--- config.mk ---
export PLATFORM = sky130hd
export DESIGN_NAME = lz77_job_scheduler
export DESIGN_NICKNAME = d
export VERILOG_FILES = /design/src/rtl/lz77_pkg.sv /design/src/rtl/lz77_trip_fifo.sv /design/src/rtl/lz77_job_scheduler.sv
export SDC_FILE = /design/constraint.sdc
export NUM_CORES = 1
export LEC_CHECK = 0
export CAP_MARGIN = 20
export CORE_MARGIN = 2
export CORE_UTILIZATION = 35
export CTS_CLUSTER_DIAMETER = 80
export DETAILED_ROUTE_END_ITERATION = 8
export GPL_ROUTABILITY_DRIVEN = 0
export HOLD_SLACK_MARGIN = 0.12
export PLACE_DENSITY = 0.56
export SKIP_CTS_REPAIR_TIMING = 1
export SYNTH_ARGS = -nofsm -noshare
export SYNTH_HDL_FRONTEND = slang
export SYNTH_SLANG_ARGS = --single-unit
--- constraint.sdc ---
create_clock -name clk -period 4.3 [get_ports clk]
set_input_delay 0.86 -clock clk [delete_from_list [all_inputs] [get_ports clk]]
set_output_delay 0.86 -clock clk [all_outputs]
set_load 0.005 [all_outputs]
--- src/rtl/lz77_pkg.sv ---
// Shared types and constants for the LZ77 encoder job path.
package lz77_pkg;

  localparam int unsigned STR_LEN  = 8192;
  localparam logic [7:0]  END_CHAR = 8'h24;
  localparam int unsigned OFF_W    = 5;
  localparam int unsigned LEN_W    = 5;
  localparam int unsigned CHAR_W   = 8;
  localparam int unsigned CH_W     = 2;

  typedef enum logic [2:0] {
    IDLE,
    CLR,
    LOAD,
    RUN,
    DRAIN,
    DONE
  } state_t;

  typedef struct packed {
    logic [CH_W-1:0]   ch;
    logic [OFF_W-1:0]  offset;
    logic [LEN_W-1:0]  len;
    logic [CHAR_W-1:0] char_nxt;
    logic              last;
  } triple_t;

endpackage

--- src/rtl/lz77_trip_fifo.sv ---
// Synchronous triple FIFO; a push into a full FIFO succeeds when a pop happens in the same cycle.
module lz77_trip_fifo
  import lz77_pkg::*;
#(
  parameter int unsigned DEPTH = 4
) (
  input  logic    clk,
  input  logic    reset,
  input  logic    push,
  input  logic    pop,
  input  triple_t din,
  output logic    full,
  output logic    empty,
  output triple_t dout
);

  localparam int unsigned PW = $clog2(DEPTH);

  triple_t       mem [DEPTH];
  logic [PW-1:0] wr_ptr;
  logic [PW-1:0] rd_ptr;
  logic [PW:0]   count;
  logic          do_push;
  logic          do_pop;

  assign empty   = (count == '0);
  assign full    = (count == (PW+1)'(DEPTH));
  assign do_pop  = pop & ~empty;
  assign do_push = push & (~full | do_pop);
  assign dout    = mem[rd_ptr];

  always_ff @(posedge clk) begin
    if (do_push) mem[wr_ptr] <= din;
  end

  always_ff @(posedge clk or posedge reset) begin
    if (reset) begin
      wr_ptr <= '0;
      rd_ptr <= '0;
      count  <= '0;
    end else begin
      if (do_push) wr_ptr <= wr_ptr + 1'b1;
      if (do_pop)  rd_ptr <= rd_ptr + 1'b1;
      case ({do_push, do_pop})
        2'b10:   count <= count + 1'b1;
        2'b01:   count <= count - 1'b1;
        default: count <= count;
      endcase
    end
  end

endmodule

--- src/rtl/lz77_job_scheduler.sv ---
// Round-robin scheduler sharing one LZ77 encoder between NCH requesters:
// loads STR_LEN characters per job, then forwards tagged triples through a FIFO.
module lz77_job_scheduler #(
  parameter int unsigned NCH        = 2,
  parameter int unsigned AW         = 16,
  parameter int unsigned FIFO_DEPTH = 4,
  parameter int unsigned STR_LEN    = lz77_pkg::STR_LEN
) (
  input  logic                     clk,
  input  logic                     reset,
  input  logic [NCH-1:0]           req,
  input  logic [NCH*AW-1:0]        req_base,
  output logic [NCH-1:0]           done,
  output logic                     busy,
  output logic [AW-1:0]            mem_addr,
  input  logic [7:0]               mem_rdata,
  output logic                     enc_rst,
  output logic [7:0]               enc_chardata,
  input  logic                     enc_valid,
  input  logic                     enc_finish,
  input  logic [4:0]               enc_offset,
  input  logic [4:0]               enc_match_len,
  input  logic [7:0]               enc_char_nxt,
  output logic                     out_valid,
  input  logic                     out_ready,
  output logic [$clog2(NCH)-1:0]   out_ch,
  output logic [4:0]               out_offset,
  output logic [4:0]               out_len,
  output logic [7:0]               out_char,
  output logic                     out_last,
  output logic                     ovf
);

  import lz77_pkg::*;

  localparam int unsigned CHW = $clog2(NCH);
  localparam int unsigned KW  = $clog2(STR_LEN);

  state_t         state;
  state_t         state_nxt;
  logic [CHW-1:0] rr_q;
  logic [CHW-1:0] ch_q;
  logic [CHW-1:0] grant_ch;
  logic           grant_any;
  logic [KW-1:0]  k_q;
  logic           load_last;

  triple_t        fifo_din;
  triple_t        fifo_dout;
  logic           fifo_push;
  logic           fifo_pop;
  logic           fifo_full;
  logic           fifo_empty;

  // Cyclic search starting just after the last granted requester.
  always_comb begin
    int unsigned    idx;
    logic [CHW-1:0] idx_c;
    grant_any = 1'b0;
    grant_ch  = rr_q;
    idx       = 0;
    idx_c     = '0;
    for (int unsigned i = 1; i <= NCH; i++) begin
      idx = 32'(rr_q) + i;
      if (idx >= NCH) idx = idx - NCH;
      idx_c = CHW'(idx);
      if (!grant_any && req[idx_c]) begin
        grant_any = 1'b1;
        grant_ch  = idx_c;
      end
    end
  end

  assign load_last = (k_q == KW'(STR_LEN - 1));

  always_ff @(posedge clk or posedge reset) begin
    if (reset) state <= IDLE;
    else       state <= state_nxt;
  end

  always_comb begin
    state_nxt = state;
    unique case (state)
      IDLE:    if (grant_any) state_nxt = CLR;
      CLR:     state_nxt = LOAD;
      LOAD:    if (load_last) state_nxt = RUN;
      RUN:     if (enc_finish) state_nxt = DRAIN;
      DRAIN:   if (fifo_empty) state_nxt = DONE;
      DONE:    state_nxt = IDLE;
      default: state_nxt = IDLE;
    endcase
  end

  always_comb begin
    done = '0;
    if (state == DONE) done[ch_q] = 1'b1;
  end

  assign busy         = (state != IDLE);
  assign enc_chardata = (state == LOAD) ? mem_rdata : '0;

  // mem_addr doubles as the latched base: it is base in CLR and base+k+1 in LOAD.
  always_ff @(posedge clk or posedge reset) begin
    if (reset) begin
      rr_q     <= CHW'(NCH - 1);
      ch_q     <= '0;
      mem_addr <= '0;
      k_q      <= '0;
      enc_rst  <= 1'b1;
      ovf      <= 1'b0;
    end else begin
      enc_rst <= (state_nxt == IDLE) || (state_nxt == CLR);
      case (state)
        IDLE: begin
          if (grant_any) begin
            ch_q     <= grant_ch;
            rr_q     <= grant_ch;
            mem_addr <= req_base[grant_ch*AW +: AW];
          end
        end
        CLR: begin
          mem_addr <= mem_addr + 1'b1;
          k_q      <= '0;
        end
        LOAD: begin
          if (!load_last) begin
            mem_addr <= mem_addr + 1'b1;
            k_q      <= k_q + 1'b1;
          end
        end
        RUN: begin
          if (fifo_push && fifo_full && !fifo_pop) ovf <= 1'b1;
        end
        default: ;
      endcase
    end
  end

  assign fifo_push = (state == RUN) && enc_valid;
  assign fifo_pop  = out_ready & ~fifo_empty;

  always_comb begin
    fifo_din          = '0;
    fifo_din.ch       = CH_W'(ch_q);
    fifo_din.offset   = enc_offset;
    fifo_din.len      = enc_match_len;
    fifo_din.char_nxt = enc_char_nxt;
    fifo_din.last     = (enc_char_nxt == END_CHAR);
  end

  lz77_trip_fifo #(
    .DEPTH (FIFO_DEPTH)
  ) u_fifo (
    .clk   (clk),
    .reset (reset),
    .push  (fifo_push),
    .pop   (fifo_pop),
    .din   (fifo_din),
    .full  (fifo_full),
    .empty (fifo_empty),
    .dout  (fifo_dout)
  );

  assign out_valid  = ~fifo_empty;
  assign out_ch     = CHW'(fifo_dout.ch);
  assign out_offset = fifo_dout.offset;
  assign out_len    = fifo_dout.len;
  assign out_char   = fifo_dout.char_nxt;
  assign out_last   = fifo_dout.last;

endmodule
# Word level (Yosys, flattened, before mapping)
# Memories as Yosys holds them, arrays and structs flattened.
# Index checks and enable logic that the tools add are counted.
[totals]
ram_bits = 80
out_inout_bits = 50
ff_bits = 43
inputBits = 65
memories = 1
[mem_list]
columns = ["name", "depth", "width", "rd", "rd_clocked_by_memory_dff", "wr", "line", "text"]
rows = [
  ["u_fifo.mem", 4, 20, 1, 0, 1, "lz77_trip_fifo.sv:19", "triple_t mem [DEPTH];"],
]
[op_classes]
n_addsub = 10
muxes = 27
bitwise = 6
n_reduce_logical = 19
magnitude_cmp = 6
n_eq_ne = 13
shifts = 1
[op_table]
columns = ["cell", "count"]
rows = [
  ["16-bit case mux with 3 select lines", 1],
  ["16-bit 2-to-1 mux", 2],
  ["32-bit by 6-bit variable part select with 16-bit output", 1],
  ["13-bit case mux with 2 select lines", 1],
  ["16-bit by 1-bit adder with 16-bit output (second input constant)", 1],
  ["3-bit case mux with 5 select lines", 1],
  ["13-bit by 1-bit adder with 13-bit output (second input constant)", 1],
  ["13-bit == test (second input constant)", 1],
  ["1-bit 2-to-1 mux", 13],
  ["13-bit 2-to-1 mux", 1],
  ["3-bit 2-to-1 mux", 4],
  ["3-bit == test (second input constant)", 3],
  ["3-bit logical NOT", 3],
  ["8-bit by 6-bit == test with 1-bit output (second input constant)", 1],
  ["8-bit 2-to-1 mux", 1],
  ["3-bit by 1-bit == test with 1-bit output (second input constant)", 2],
  ["3-bit by 2-bit == test with 1-bit output (second input constant)", 2],
  ["1-bit by 2-bit < comparator with 1-bit output (second input constant)", 3],
  ["3-bit case mux with 2 select lines", 1],
  ["2-bit AND reduction", 3],
  ["3-bit nonzero test", 2],
  ["1-bit logical AND", 5],
  ["2-bit by 1-bit adder with 2-bit output (second input constant)", 2],
  ["2-bit != test (second input constant)", 2],
  ["19 further kinds", 25],
]

# Longest topological paths before layout
[depth]
word_depth = 13
mapped_depth = 8

# Hierarchy
# Synthesis repeated with hierarchy kept, for this count alone.
[hier_totals]
cells_unflattened = 429
hier_area_um2 = 5795.6
[by_module_without_submodules]
columns = ["module", "instances", "cells_each", "seq_area_each_um2", "area_per_inst_um2"]
rows = [
  ["lz77_trip_fifo", 1, 149, 2697.6, 3459.6],
  ["lz77_job_scheduler", 1, 280, 903.4, 2336.0],
]

# Worst setup path after synthesis
# No wires, ideal clock.
[synth_path]
path_kind = "in2reg"
start = "in enc_valid"
end = "mem u_fifo.mem[0][0] (netlist name), enable pin"
path_slack_ns = 2.015
path_buffers = 1
required_time_ns = 3.922
t_arrival_ns = 1.906
stages = 4
cell_sequence = "and4b_1 > nor2b_1 > buf_2 > and2_1"
[synth_via]
elab_chain_cells = 4
[synth_lines]
columns = ["item", "line", "text"]
rows = [
  ["from (decl)", "lz77_job_scheduler.sv:19", "input logic enc_valid,"],
  ["1-bit logical AND", "lz77_job_scheduler.sv:139", "assign fifo_push = (state == RUN) && enc_valid;"],
  ["1-bit AND", "lz77_trip_fifo.sv:29", "assign do_push = push & (~full | do_pop);"],
  ["1-bit 2-to-1 mux", "lz77_trip_fifo.sv:33", "if (do_push) mem[wr_ptr] <= din;"],
  ["1-bit 2-to-1 mux (implied by the code)", "lz77_trip_fifo.sv:33", ""],
  ["to (decl)", "lz77_trip_fifo.sv:19", ""],
]
# No other way between the ends.

# Final worst setup path
[layout_path]
start = "reg state[1]"
end = "out enc_chardata[1]"
[layout_via]
elab_chain_cells = 2
[layout_lines]
columns = ["item", "line", "text"]
rows = [
  ["from (decl)", "lz77_job_scheduler.sv:39", "state_t state;"],
  ["from (signal assigned)", "lz77_job_scheduler.sv:78", "else state <= state_nxt;"],
  ["3-bit by 2-bit == test with 1-bit output", "lz77_job_scheduler.sv:100", "assign enc_chardata = (state == LOAD) ? mem_rdata : '0;"],
  ["8-bit 2-to-1 mux", "lz77_job_scheduler.sv:100", ""],
  ["to (decl)", "lz77_job_scheduler.sv:18", "output logic [7:0] enc_chardata,"],
]
# No other way between the ends.

==> impl_metrics.tcl <==
set metrics [dict create \
    drv_cap 0 \
    grt.overflow.total 0 \
    clk_latency_ns 0.42 \
    fmax_mhz 303 \
    syn_to_final_growth_pct 33.3 \
    ys.flop_type "edfxtp_1" \
    holdWs_ns 0.465 \
    synth_commonest_cells "80 x edfxtp_1, 41 x dfrtp_1, 27 x nand2_1" \
    slew_headroom_pct 29.4 \
    synth_fp_nets 483 \
    hold_class "reg2reg" \
    synth_fa_ha_area_share_pct 1.68 \
    yosysWarnings 0 \
    core_mm2 0.0158 \
    wirelength_mm 12.5 \
    first_iter_violations 137 \
    multiInputGateArea_mm2 0.00200 \
    ant_nets 0 \
    crit_fanout 17 \
    hold_viol 0 \
    vias 3831 \
    synth_most_common_cell "edfxtp_1" \
    yosys.area.top_type "edfxtp_1" \
    synth.distinct_cells 55 \
    async_flop_share_pct 35.0 \
    layout_setup_ws_ns 0.996 \
    pre_cts_ws_ns 1.24 \
    layout-drive-gt1-share_pct 14.9 \
    tightest_slew_ns 1.06 \
    rsz0062_at_grt "no" \
    die_h_um 131 \
    finalCriticalPeriod_ns 3.30 \
    worstSetupPathType "reg2out" \
    cts_buffer_depth 2 \
    layout.nets 604 \
    synth_edf_count 80 \
    seq_area_frac_synth_pct 61.5 \
    leakage_nw 2.70 \
    status "finished, final reports clean" \
    crit_arrival_ns 2.44 \
    synth.area.mux_share_pct 11.2 \
    cts_made_buffers 17 \
    cts_sinks 123 \
    yosys-top-cells-area "edfxtp_1 42%, dfrtp_1 18%, mux4_2 8.0%" \
    endpoint_kind "output pin" \
    synth_top_area_share_pct 42.4 \
    die_area_mm2 0.0172 \
    rows 46 \
    synth-seq-cells 123 \
    drc 0 \
    synth_compound_area_share_pct 8.45 \
    die_w_um 131 \
    synth_area_mm2 0.00566 \
    setup_viol 0 \
    port_buffers 114 \
    drt_first_pass_iters 4 \
    regArea_mm2 0.00348 \
    crit_required_ns 3.44 \
    pwr_density_cell_mw_per_mm2 654 \
    ir_worst_vdd_uv 427 \
    maxSlewViolCount 0 \
    avgSynthCellArea_um2 13.8 \
    fillCellCount 1394 \
    place_inst 727 \
    synth-simple-area-share_pct 12.0 \
    fin_skew_ns 0.00949 \
    fin_cells 761 \
    finalSetupTns_ns 0 \
    worstSetupStartpointType "register" \
    first_global_vias 3893 \
    grt_max_degree 44 \
    synthesis.instances 411 \
    grt_pass1_wl_mm 20.4 \
    via_per_inst 5.03 \
    synth_top_family_by_area "simple AND/OR/NAND/NOR gates" \
    finalCritPeriodShare_pct 76.8 \
    clock-root-buffer "clkbuf_16" \
    grtUsageTotal_pct 15.2 \
    initial_utilization_pct 35.8 \
    diodes 0 \
    fin_util_pct 47.7 \
    synthXorXnorAreaFrac_pct 2.01 \
    htreeDepth 4 \
    ioPinCount 115 \
    dpl.hpwl_mm 8.42 \
    routedWlPerCell_um 16.5 \
    grt_antenna_before_repair 0 \
    clk_pin_slew_worst_paths_ns 0.05 \
    cts_tree "built" \
]
-- critical path: stages (launching register included) --
cell,delay [ns]
dfrtp_1,0.68
nor3b_2,0.63
and2_1,0.22
clkdlybuf4s50_1,0.51
-- power breakdown --
group | switching (mW) | total [mW] | internal, mW
sequential | 0.292 | 1.78 | 1.48
clock | 0.502 | 1.28 | 0.781
combinational | 0.845 | 1.88 | 1.03
-- placed cells by master, fill, tap and decap left out, types with 2 or more instances in the layout --
cell type        count
a21o_1               3
a21oi_1             22
a22oi_1              3
a2bb2oi_1            4
and2_1              13
and3_1               3
and4b_1              3
buf_4                8
clkbuf_16           17
clkdlybuf4s50_1    114
clkinv_1             4
clkinv_2             3
clkinvlp_4           5
dfrtp_1             41
dfstp_2              2
edfxtp_1            80
ha_1                 6
inv_1               13
mux2_2              10
mux2i_1              7
mux4_2              20
nand2_1             27
nand2b_1             2
nand3_1             14
nand4_1              7
nand4_2              2
nor2_1              26
nor3_1               7
nor4_1               5
nor4_2               2
nor4b_1              2
o21ai_0             22
o21ai_2              2
o22a_1               3
o22ai_1              3
o31ai_1              2
or3_1                2
or3_2                2
xnor2_1             11
xor2_1               2
-- area by class of cell --
cell class | instances | area share, %
Sequential cell | 123 | 46.1
Multi-Input combinational cell | 254 | 26.5
Timing Repair Buffer | 123 | 16.0
Clock buffer | 18 | 5.69
Tap cell | 216 | 3.58
Clock inverter | 14 | 1.41
Inverter | 13 | 0.647
-- kinds of logic after synthesis --
logic type | after synthesis
and+or+nand+nor | 123
DFF | 123
AOI/OAI and AO/OA | 74
muxes | 37
buffers and inverters | 34
xor gates and xnor gates | 13
adders and majority gates | 7
-- metal layers --
layer	global-route usage [%]	wire length, um	vias up
met4	5.31	181	0
met3	4.67	787	15
met2	24.4	5850	135
met5	0	0	-
met1	19.5	5710	1866
li1	-	-	1815
-- through the flow --
step,total power [mW],instance area (um2)
after CTS,4.98,7530
final,4.94,7540
after global placement,3.64,6990
after floorplan,2.92,5660
after detailed placement,3.67,6990
after global routing,5.25,7540
-- final timing paths --
| path | start | to | slack (ns) | cells after the start |
|---|---|---|---|---|
| setup reg to reg | state[0] | u_fifo.mem[3][8] | 1.92 | 4 |
| hold / removal | ovf | ovf | 0.46 | 1 |
| max in group asynchronous | reset | u_fifo.rd_ptr[1] | 3.01 | 3 |
| setup / recovery | state[1] | enc_chardata[1] | 1.0 | 3 |
| min in group asynchronous | reset | k_q[1] | 0.89 | 3 |
| hold reg to reg | ovf | ovf | 0.46 | 1 |
-- flip-flops by register name, indices dropped and copies added (netlist names) --
register	cells
ch_q	1
enc_rst	1
k_q	13
mem_addr	16
ovf	1
rr_q	1
state	3
u_fifo.count	3
u_fifo.mem	80
u_fifo.rd_ptr	2
u_fifo.wr_ptr	2
(Power assumes the default switching activity.)
